==> config.mk <==
export PLATFORM = sky130hd
export DESIGN_NAME = axi_sram_dp_slave
export DESIGN_NICKNAME = d
export VERILOG_FILES = /design/src/rtl/axi_sram_dp_slave.sv
export SDC_FILE = /design/constraint.sdc
export NUM_CORES = 1
export LEC_CHECK = 0
export BUFFER_PORTS_ARGS = -buffer_cell sky130_fd_sc_hd__buf_4
export CAP_MARGIN = 10
export CORE_AREA = 2 2 129 131
export DETAILED_ROUTE_END_ITERATION = 8
export DIE_AREA = 0 0 131 133
export PLACE_DENSITY = 0.79
export SLEW_MARGIN = 20
export SYNTH_ARGS = -nofsm -noshare
export SYNTH_HDL_FRONTEND = slang
export SYNTH_SLANG_ARGS = --single-unit
==> constraint.sdc <==
create_clock -name CLK -period 2.8 [get_ports CLK]
set_clock_uncertainty 0.2 [all_clocks]
set_input_delay 0.28 -clock CLK [delete_from_list [all_inputs] [get_ports CLK]]
set_output_delay 0.28 -clock CLK [all_outputs]
set_load 0.02 [all_outputs]
==> src/rtl/axi_sram_dp_slave.sv <==
// ---------------------------------------------------------------------------
// axi_sram_dp_slave
//
// AXI4 slave front end for a dual-port 32-bit word SRAM. The write channel
// drives the RAM write port (byte-enabled, written at the clock edge) and the
// read channel drives the registered-address read port (data one cycle after
// ram_ren). The two channels are fully independent and run in parallel.
//
// Ports
//   CLK, resetn              clock, synchronous active-low reset
//   s_aw*  (in) / s_awready  write address: id, byte address, len, burst
//   s_w*   (in) / s_wready   write data, byte strobes, last (ignored)
//   s_b*   (out) / s_bready  write response, always OKAY
//   s_ar*  (in) / s_arready  read address: id, byte address, len, burst
//   s_r*   (out) / s_rready  read data, id, resp (OKAY), last
//   ram_raddr, ram_ren (out), ram_rdata (in)      RAM read port
//   ram_waddr, ram_wdata, ram_wen (out)           RAM write port
// ---------------------------------------------------------------------------
module axi_sram_dp_slave #(
  parameter int AW  = 16,
  parameter int IDW = 4
) (
  input  logic           CLK,
  input  logic           resetn,
  // write address
  input  logic [IDW-1:0] s_awid,
  input  logic [31:0]    s_awaddr,
  input  logic [7:0]     s_awlen,
  input  logic [1:0]     s_awburst,
  input  logic           s_awvalid,
  output logic           s_awready,
  // write data
  input  logic [31:0]    s_wdata,
  input  logic [3:0]     s_wstrb,
  input  logic           s_wlast,
  input  logic           s_wvalid,
  output logic           s_wready,
  // write response
  output logic [IDW-1:0] s_bid,
  output logic [1:0]     s_bresp,
  output logic           s_bvalid,
  input  logic           s_bready,
  // read address
  input  logic [IDW-1:0] s_arid,
  input  logic [31:0]    s_araddr,
  input  logic [7:0]     s_arlen,
  input  logic [1:0]     s_arburst,
  input  logic           s_arvalid,
  output logic           s_arready,
  // read data
  output logic [IDW-1:0] s_rid,
  output logic [31:0]    s_rdata,
  output logic [1:0]     s_rresp,
  output logic           s_rlast,
  output logic           s_rvalid,
  input  logic           s_rready,
  // RAM read port
  output logic [AW-1:0]  ram_raddr,
  input  logic [31:0]    ram_rdata,
  output logic           ram_ren,
  // RAM write port
  output logic [AW-1:0]  ram_waddr,
  output logic [31:0]    ram_wdata,
  output logic [3:0]     ram_wen
);

  localparam logic [1:0] BURST_FIXED = 2'b00;

  typedef enum logic [1:0] {
    W_IDLE,
    W_DATA,
    W_RESP
  } w_state_t;

  typedef enum logic {
    R_IDLE,
    R_BURST
  } r_state_t;

  // -------------------------------------------------------------------------
  // Write channel
  // -------------------------------------------------------------------------
  w_state_t       w_state_q, w_state_d;
  logic           aw_ready_q, aw_ready_d;
  logic [IDW-1:0] w_id_q, w_id_d;
  logic [AW-1:0]  w_addr_q, w_addr_d;
  logic           w_fixed_q, w_fixed_d;
  logic [8:0]     w_cnt_q, w_cnt_d;

  logic aw_hs;
  logic w_hs;

  // awready is a flop so it stays low for the whole reset period and only
  // rises at the first edge after release.
  assign aw_hs = aw_ready_q & s_awvalid;
  assign w_hs  = (w_state_q == W_DATA) & s_wvalid;

  always_comb begin
    w_state_d = w_state_q;
    w_id_d    = w_id_q;
    w_addr_d  = w_addr_q;
    w_fixed_d = w_fixed_q;
    w_cnt_d   = w_cnt_q;
    unique case (w_state_q)
      W_IDLE: begin
        if (aw_hs) begin
          w_id_d    = s_awid;
          w_addr_d  = s_awaddr[AW+1:2];
          w_fixed_d = (s_awburst == BURST_FIXED);
          w_cnt_d   = {1'b0, s_awlen} + 9'd1;
          w_state_d = W_DATA;
        end
      end
      W_DATA: begin
        if (w_hs) begin
          // WRAP and reserved bursts advance like INCR
          if (!w_fixed_q) w_addr_d = w_addr_q + 1'b1;
          w_cnt_d = w_cnt_q - 9'd1;
          // burst length comes from awlen alone; wlast is not consulted
          if (w_cnt_q == 9'd1) w_state_d = W_RESP;
        end
      end
      W_RESP: begin
        if (s_bready) w_state_d = W_IDLE;
      end
      default: w_state_d = W_IDLE;
    endcase
    aw_ready_d = (w_state_d == W_IDLE);
  end

  always_ff @(posedge CLK) begin
    if (!resetn) begin
      w_state_q  <= W_IDLE;
      aw_ready_q <= 1'b0;
      w_id_q     <= '0;
      w_addr_q   <= '0;
      w_fixed_q  <= 1'b0;
      w_cnt_q    <= '0;
    end else begin
      w_state_q  <= w_state_d;
      aw_ready_q <= aw_ready_d;
      w_id_q     <= w_id_d;
      w_addr_q   <= w_addr_d;
      w_fixed_q  <= w_fixed_d;
      w_cnt_q    <= w_cnt_d;
    end
  end

  assign s_awready = aw_ready_q;
  assign s_wready  = (w_state_q == W_DATA);
  assign s_bvalid  = (w_state_q == W_RESP);
  assign s_bid     = w_id_q;
  assign s_bresp   = 2'b00;
  assign ram_waddr = w_addr_q;
  assign ram_wen   = w_hs ? s_wstrb : 4'h0;
  assign ram_wdata = w_hs ? s_wdata : 32'h0;

  // -------------------------------------------------------------------------
  // Read channel
  // -------------------------------------------------------------------------
  r_state_t       r_state_q, r_state_d;
  logic           ar_ready_q, ar_ready_d;
  logic [IDW-1:0] r_id_q, r_id_d;
  logic [AW-1:0]  r_addr_q, r_addr_d;
  logic           r_fixed_q, r_fixed_d;
  logic [8:0]     r_issue_cnt_q, r_issue_cnt_d;
  logic [8:0]     r_left_cnt_q, r_left_cnt_d;
  logic           inflight_q, inflight_d;
  logic [31:0]    fifo0_q, fifo0_d;
  logic [31:0]    fifo1_q, fifo1_d;
  logic           fifo_wr_ptr_q, fifo_wr_ptr_d;
  logic           fifo_rd_ptr_q, fifo_rd_ptr_d;
  logic [1:0]     fifo_cnt_q, fifo_cnt_d;

  logic           ar_hs;
  logic           fifo_empty;
  logic           r_head_valid;
  logic [31:0]    r_head_data;
  logic           r_pop;
  logic           r_push;
  logic           fifo_pop;
  logic [1:0]     r_occupancy;
  logic           r_issue;

  assign ar_hs      = ar_ready_q & s_arvalid;
  assign fifo_empty = (fifo_cnt_q == 2'd0);

  // The word arriving from the RAM this cycle is presented directly when the
  // FIFO is empty, so a read costs only the RAM latency. It is pushed only if
  // it is not consumed on arrival.
  assign r_head_valid = ~fifo_empty | inflight_q;
  assign r_head_data  = !fifo_empty ? (fifo_rd_ptr_q ? fifo1_q : fifo0_q)
                      : (inflight_q ? ram_rdata : 32'h0);
  assign r_pop        = r_head_valid & s_rready;
  assign fifo_pop     = r_pop & ~fifo_empty;
  assign r_push       = inflight_q & ~(r_pop & fifo_empty);

  // Issue only while the buffered plus in-flight words leave room in the
  // 2-entry FIFO, so nothing the RAM returns can ever be dropped.
  assign r_occupancy = fifo_cnt_q + {1'b0, inflight_q};
  assign r_issue     = (r_state_q == R_BURST) && (r_issue_cnt_q != 9'd0) &&
                       (r_occupancy < 2'd2);

  always_comb begin
    r_state_d     = r_state_q;
    r_id_d        = r_id_q;
    r_addr_d      = r_addr_q;
    r_fixed_d     = r_fixed_q;
    r_issue_cnt_d = r_issue_cnt_q;
    r_left_cnt_d  = r_left_cnt_q;
    unique case (r_state_q)
      R_IDLE: begin
        if (ar_hs) begin
          r_id_d        = s_arid;
          r_addr_d      = s_araddr[AW+1:2];
          r_fixed_d     = (s_arburst == BURST_FIXED);
          r_issue_cnt_d = {1'b0, s_arlen} + 9'd1;
          r_left_cnt_d  = {1'b0, s_arlen} + 9'd1;
          r_state_d     = R_BURST;
        end
      end
      R_BURST: begin
        if (r_issue) begin
          if (!r_fixed_q) r_addr_d = r_addr_q + 1'b1;
          r_issue_cnt_d = r_issue_cnt_q - 9'd1;
        end
        if (r_pop) begin
          r_left_cnt_d = r_left_cnt_q - 9'd1;
          if (r_left_cnt_q == 9'd1) r_state_d = R_IDLE;
        end
      end
      default: r_state_d = R_IDLE;
    endcase
    ar_ready_d = (r_state_d == R_IDLE);
    inflight_d = r_issue;
  end

  // FIFO pointer and storage update; push and pop may share a cycle.
  always_comb begin
    fifo0_d       = fifo0_q;
    fifo1_d       = fifo1_q;
    fifo_wr_ptr_d = fifo_wr_ptr_q;
    fifo_rd_ptr_d = fifo_rd_ptr_q;
    fifo_cnt_d    = fifo_cnt_q;
    if (r_push) begin
      if (fifo_wr_ptr_q) fifo1_d = ram_rdata;
      else               fifo0_d = ram_rdata;
      fifo_wr_ptr_d = ~fifo_wr_ptr_q;
    end
    if (fifo_pop) fifo_rd_ptr_d = ~fifo_rd_ptr_q;
    unique case ({r_push, fifo_pop})
      2'b10:   fifo_cnt_d = fifo_cnt_q + 2'd1;
      2'b01:   fifo_cnt_d = fifo_cnt_q - 2'd1;
      default: fifo_cnt_d = fifo_cnt_q;
    endcase
  end

  always_ff @(posedge CLK) begin
    if (!resetn) begin
      r_state_q     <= R_IDLE;
      ar_ready_q    <= 1'b0;
      r_id_q        <= '0;
      r_addr_q      <= '0;
      r_fixed_q     <= 1'b0;
      r_issue_cnt_q <= '0;
      r_left_cnt_q  <= '0;
      inflight_q    <= 1'b0;
      fifo0_q       <= '0;
      fifo1_q       <= '0;
      fifo_wr_ptr_q <= 1'b0;
      fifo_rd_ptr_q <= 1'b0;
      fifo_cnt_q    <= '0;
    end else begin
      r_state_q     <= r_state_d;
      ar_ready_q    <= ar_ready_d;
      r_id_q        <= r_id_d;
      r_addr_q      <= r_addr_d;
      r_fixed_q     <= r_fixed_d;
      r_issue_cnt_q <= r_issue_cnt_d;
      r_left_cnt_q  <= r_left_cnt_d;
      inflight_q    <= inflight_d;
      fifo0_q       <= fifo0_d;
      fifo1_q       <= fifo1_d;
      fifo_wr_ptr_q <= fifo_wr_ptr_d;
      fifo_rd_ptr_q <= fifo_rd_ptr_d;
      fifo_cnt_q    <= fifo_cnt_d;
    end
  end

  assign s_arready = ar_ready_q;
  assign s_rvalid  = r_head_valid;
  assign s_rdata   = r_head_data;
  assign s_rid     = r_id_q;
  assign s_rresp   = 2'b00;
  // the head is always the oldest undelivered beat, so one remaining beat
  // means the head is the last one
  assign s_rlast   = r_head_valid & (r_left_cnt_q == 9'd1);
  assign ram_ren   = r_issue;
  assign ram_raddr = r_addr_q;

  // Address bits outside the word index and wlast carry no meaning here.
  logic unused_ok;
  assign unused_ok = ^{s_awaddr[31:AW+2], s_awaddr[1:0],
                       s_araddr[31:AW+2], s_araddr[1:0], s_wlast};

endmodule

==> results.cfg <==
[synthesis]
postSynthCellCount = 1059
synth_area_um2 = 7821
synthAdderAreaFrac = 0.01600
synth_compound_area_frac = 0.2356
avgSynthCellArea_um2 = 7.386
ys_seq_elements = 143
yosysWarnings = 0
synth_top_family_by_area = simple AND/OR/NAND/NOR gates
yosys_most_used_dff = dfxtp_1
synth_edf_count = 0
synth-seq-area-share = 0.3660
synth.distinct_cells = 74
async_flop_share = 0
synthMuxAreaShare = 0.04223
synth_xor_area_frac = 0.01344
synth-simple-area-share = 0.2721

[final_layout]
mostFrequentLayoutCell = buf_4
insertedDiodeCount = 0
syn2layout_area_growth_pct = 39.21
layout_common_cells = 263 x buf_4, 193 x nand2_1, 141 x dfxtp_1
drive_gt1_frac = 0.2459
fin_nets = 1491
final_util = 0.6733
final_cell_area_um2 = 10890

[floorplanning]
die_h_um = 133
start_util = 0.4836
core-area_um2 = 16170
die-area_um2 = 17420
io-pin-count = 287
fp-row-count = 47
die_w_um = 131

[clocking]
cts_buffers = 17
clkSlewWorstSetupHoldPaths_ps = 60
cts_tree = built
htree_levels = 4
clock_path_buffers = 2
cts_root_buffer = clkbuf_16
cts.sinks = 143
post-cts-setup-buffers = 0
worstSkewPairLatency_ps = 430

[power_and_ir_drop]
clkPwrFrac = 0.382
power_switching_w = 0.001834
p_comb_frac = 0.227
peakVddDrop_v = 0.0004372
internal_power_w = 0.003985
seqPwrFrac = 0.391
p_leak_nw = 4.343
power_per_cell_area_nw_per_um2 = 534.4
swShare = 0.3152

[timing]
fin_tns_setup_ps = 0
report.final.slew_viol_count = 0
slew_headroom = 0.4716
rsz0062_at_grt = false
min_period_ps = 2690
finalCritPeriodShare = 0.9606
worst_pin_slew_ps = 784.3
hold_violations = 0
report.final.setup_viol = 0
fmax_mhz = 371.8

[drt]
drt_iter0_markers = 555
remaining_drc_errors = 0
via_per_inst = 5.585
wl_um = 23820
antenna_left = 0
post_drt_wl_per_cell_um = 15.41
first_pass_iters = 5
vias = 8635

[grt]
grt_pass1_wl_um = 38550
first_global_vias = 8066
overflow = 0
antenna_found_initial = 0
grt_max_degree = 73
track_usage = 0.2712

[setup_path]
reg2regPathDepth = 6
cp_max_fo = 6
r2r_setup_slack_ps = 230
rr_endpoint = w_fixed_q$_SDFFE_PN0P_
endpoint = ram_ren
start_kind = flop
criticalPathCategory = reg2out
r2r_start = w_state_q[1]$_SDFF_PN0_
crit_required_ps = 2320
setup.worst_path.start = r_issue_cnt_q[0]$_SDFFE_PN0P_
arrival_ps = 2210
end_kind = output port

[place]
port_buffers = 249
postPlaceCellArea_um2 = 9809
place_congestion = 0.8834
hpwl_um = 15770

[min_path]
min-delay-path-class = in2reg
hold_depth = 3

[run]
cap_viol_max_count = 0

[run_status]
status = completed
-- critical path: stages (launching register included) --
cell     delay, ps
dfxtp_1        320
inv_1           90
ha_2           220
or4b_4         500
nor3b_4        260
buf_4          190
nor2_1          50
buf_4          160
-- area by class of cell --
| cell class | count | area [um^2] |
|---|---|---|
| Sequential cell | 143 | 2865 |
| Fill cell | 1352 | 5284 |
| Clock buffer | 17 | 425.4 |
| Timing Repair Buffer | 316 | 2545 |
| Clock inverter | 15 | 151.4 |
| Inverter | 15 | 57.56 |
| Multi-Input combinational cell | 820 | 4568 |
| Tap cell | 220 | 275.3 |
-- cell families after synthesis --
logic type / count (synthesis)
simple gates: 449
compound gates: 312
flops: 143
buf+inv: 99
mux: 33
xor+xnor: 12
fa+ha+maj: 10
other cells: 1
-- Yosys cell counts (3+ instances only) --
master	count	share of area
clkbuf_1	70	0.034
nor2b_1	8	0.0064
nor4_1	11	0.0088
o221a_2	5	0.0072
nand3_1	58	0.037
nand3b_1	4	0.0038
nor3b_1	3	0.0029
and2_1	6	0.0048
buf_4	5	0.0048
nand2_1	193	0.093
inv_1	12	0.0058
mux2i_1	33	0.042
a211o_1	3	0.0034
a21oi_1	138	0.088
buf_6	4	0.0058
nor3_1	20	0.013
nand4_1	8	0.0064
a22oi_1	3	0.0029
o31ai_1	3	0.0029
xnor2_1	6	0.0067
o21a_1	6	0.0058
o21ai_0	93	0.060
and3_1	45	0.036
a21boi_0	3	0.0029
or3_1	6	0.0048
xor2_1	6	0.0067
nor2_1	64	0.031
clkinv_1	3	0.0014
o22ai_1	6	0.0048
or4_1	3	0.0029
a31oi_1	10	0.0080
ha_1	10	0.016
a211oi_1	8	0.0077
nand2b_1	3	0.0024
and4_1	4	0.0045
buf_1	3	0.0014
dfxtp_1	143	0.37
o32ai_1	5	0.0056
a21o_1	3	0.0029
-- metrics by stage --
step / cells / hold WS (ps) / total power [W] / worst slack, ps
global placement: 1465 / 235.7 / 0.003537 / 59.40
detailed placement: 1465 / 246.1 / 0.003561 / -24.07
floorplan: 1062 / 216.0 / 0.003066 / 479.4
global route: 1546 / 26.71 / 0.006098 / 1.087
finish: 1546 / 20.05 / 0.005819 / 110.3
CTS: 1546 / 3.390 / 0.005843 / 75.45
-- power by group through the flow --
stage | Clock, W | Sequential, W | Combinational, W
2_1_floorplan | 0 | 0.00234 | 0.000724
3_3_place_gp | 0 | 0.00231 | 0.00123
3_5_place_dp | 0 | 0.00231 | 0.00125
4_1_cts | 0.00226 | 0.00227 | 0.00131
5_1_grt | 0.00236 | 0.00229 | 0.00145
6_report | 0.00223 | 0.00227 | 0.00132
-- sequential cells by signal, summed over array words and instances (netlist names) --
signal,count
fifo_rd_ptr_q,1
r_left_cnt_q,9
inflight_q,1
w_cnt_q,9
r_state_q,1
w_state_q,2
s_awready,1
s_rid,4
fifo1_q,32
w_fixed_q,1
r_issue_cnt_q,9
s_bid,4
r_fixed_q,1
ram_waddr,16
fifo_cnt_q,2
s_arready,1
ram_raddr,16
fifo_wr_ptr_q,1
fifo0_q,32
-- routing by layer --
layer / part of all wire / GRT usage
met5: 0 / 0
met4: 0.019 / 0.08924
met3: 0.072 / 0.06106
met2: 0.49 / 0.4594
met1: 0.42 / 0.3384
-- worst min-delay path by stage --
stage,to,slack (ps),from
CTS,ram_raddr[1]$_SDFFE_PN0P_,3,s_araddr[3]
floorplan,fifo0_q[0]$_SDFFE_PN0P_,220,ram_rdata[0]
finish,ram_raddr[1]$_SDFFE_PN0P_,20,s_araddr[3]
global placement,w_fixed_q$_SDFFE_PN0P_,240,w_fixed_q$_SDFFE_PN0P_
global route,ram_raddr[1]$_SDFFE_PN0P_,30,s_araddr[3]
detailed placement,fifo1_q[22]$_SDFFE_PN0P_,250,fifo1_q[22]$_SDFFE_PN0P_
-- timing repair --
action / in CTS / in global routing
hold endpoints to repair: 79 / 0
setup endpoints to repair: 1 / 1
pin swaps: 0 / 0
gates resized for setup: 1 / 1
hold buffers: 49 / 0
(Power assumes the default switching activity.)
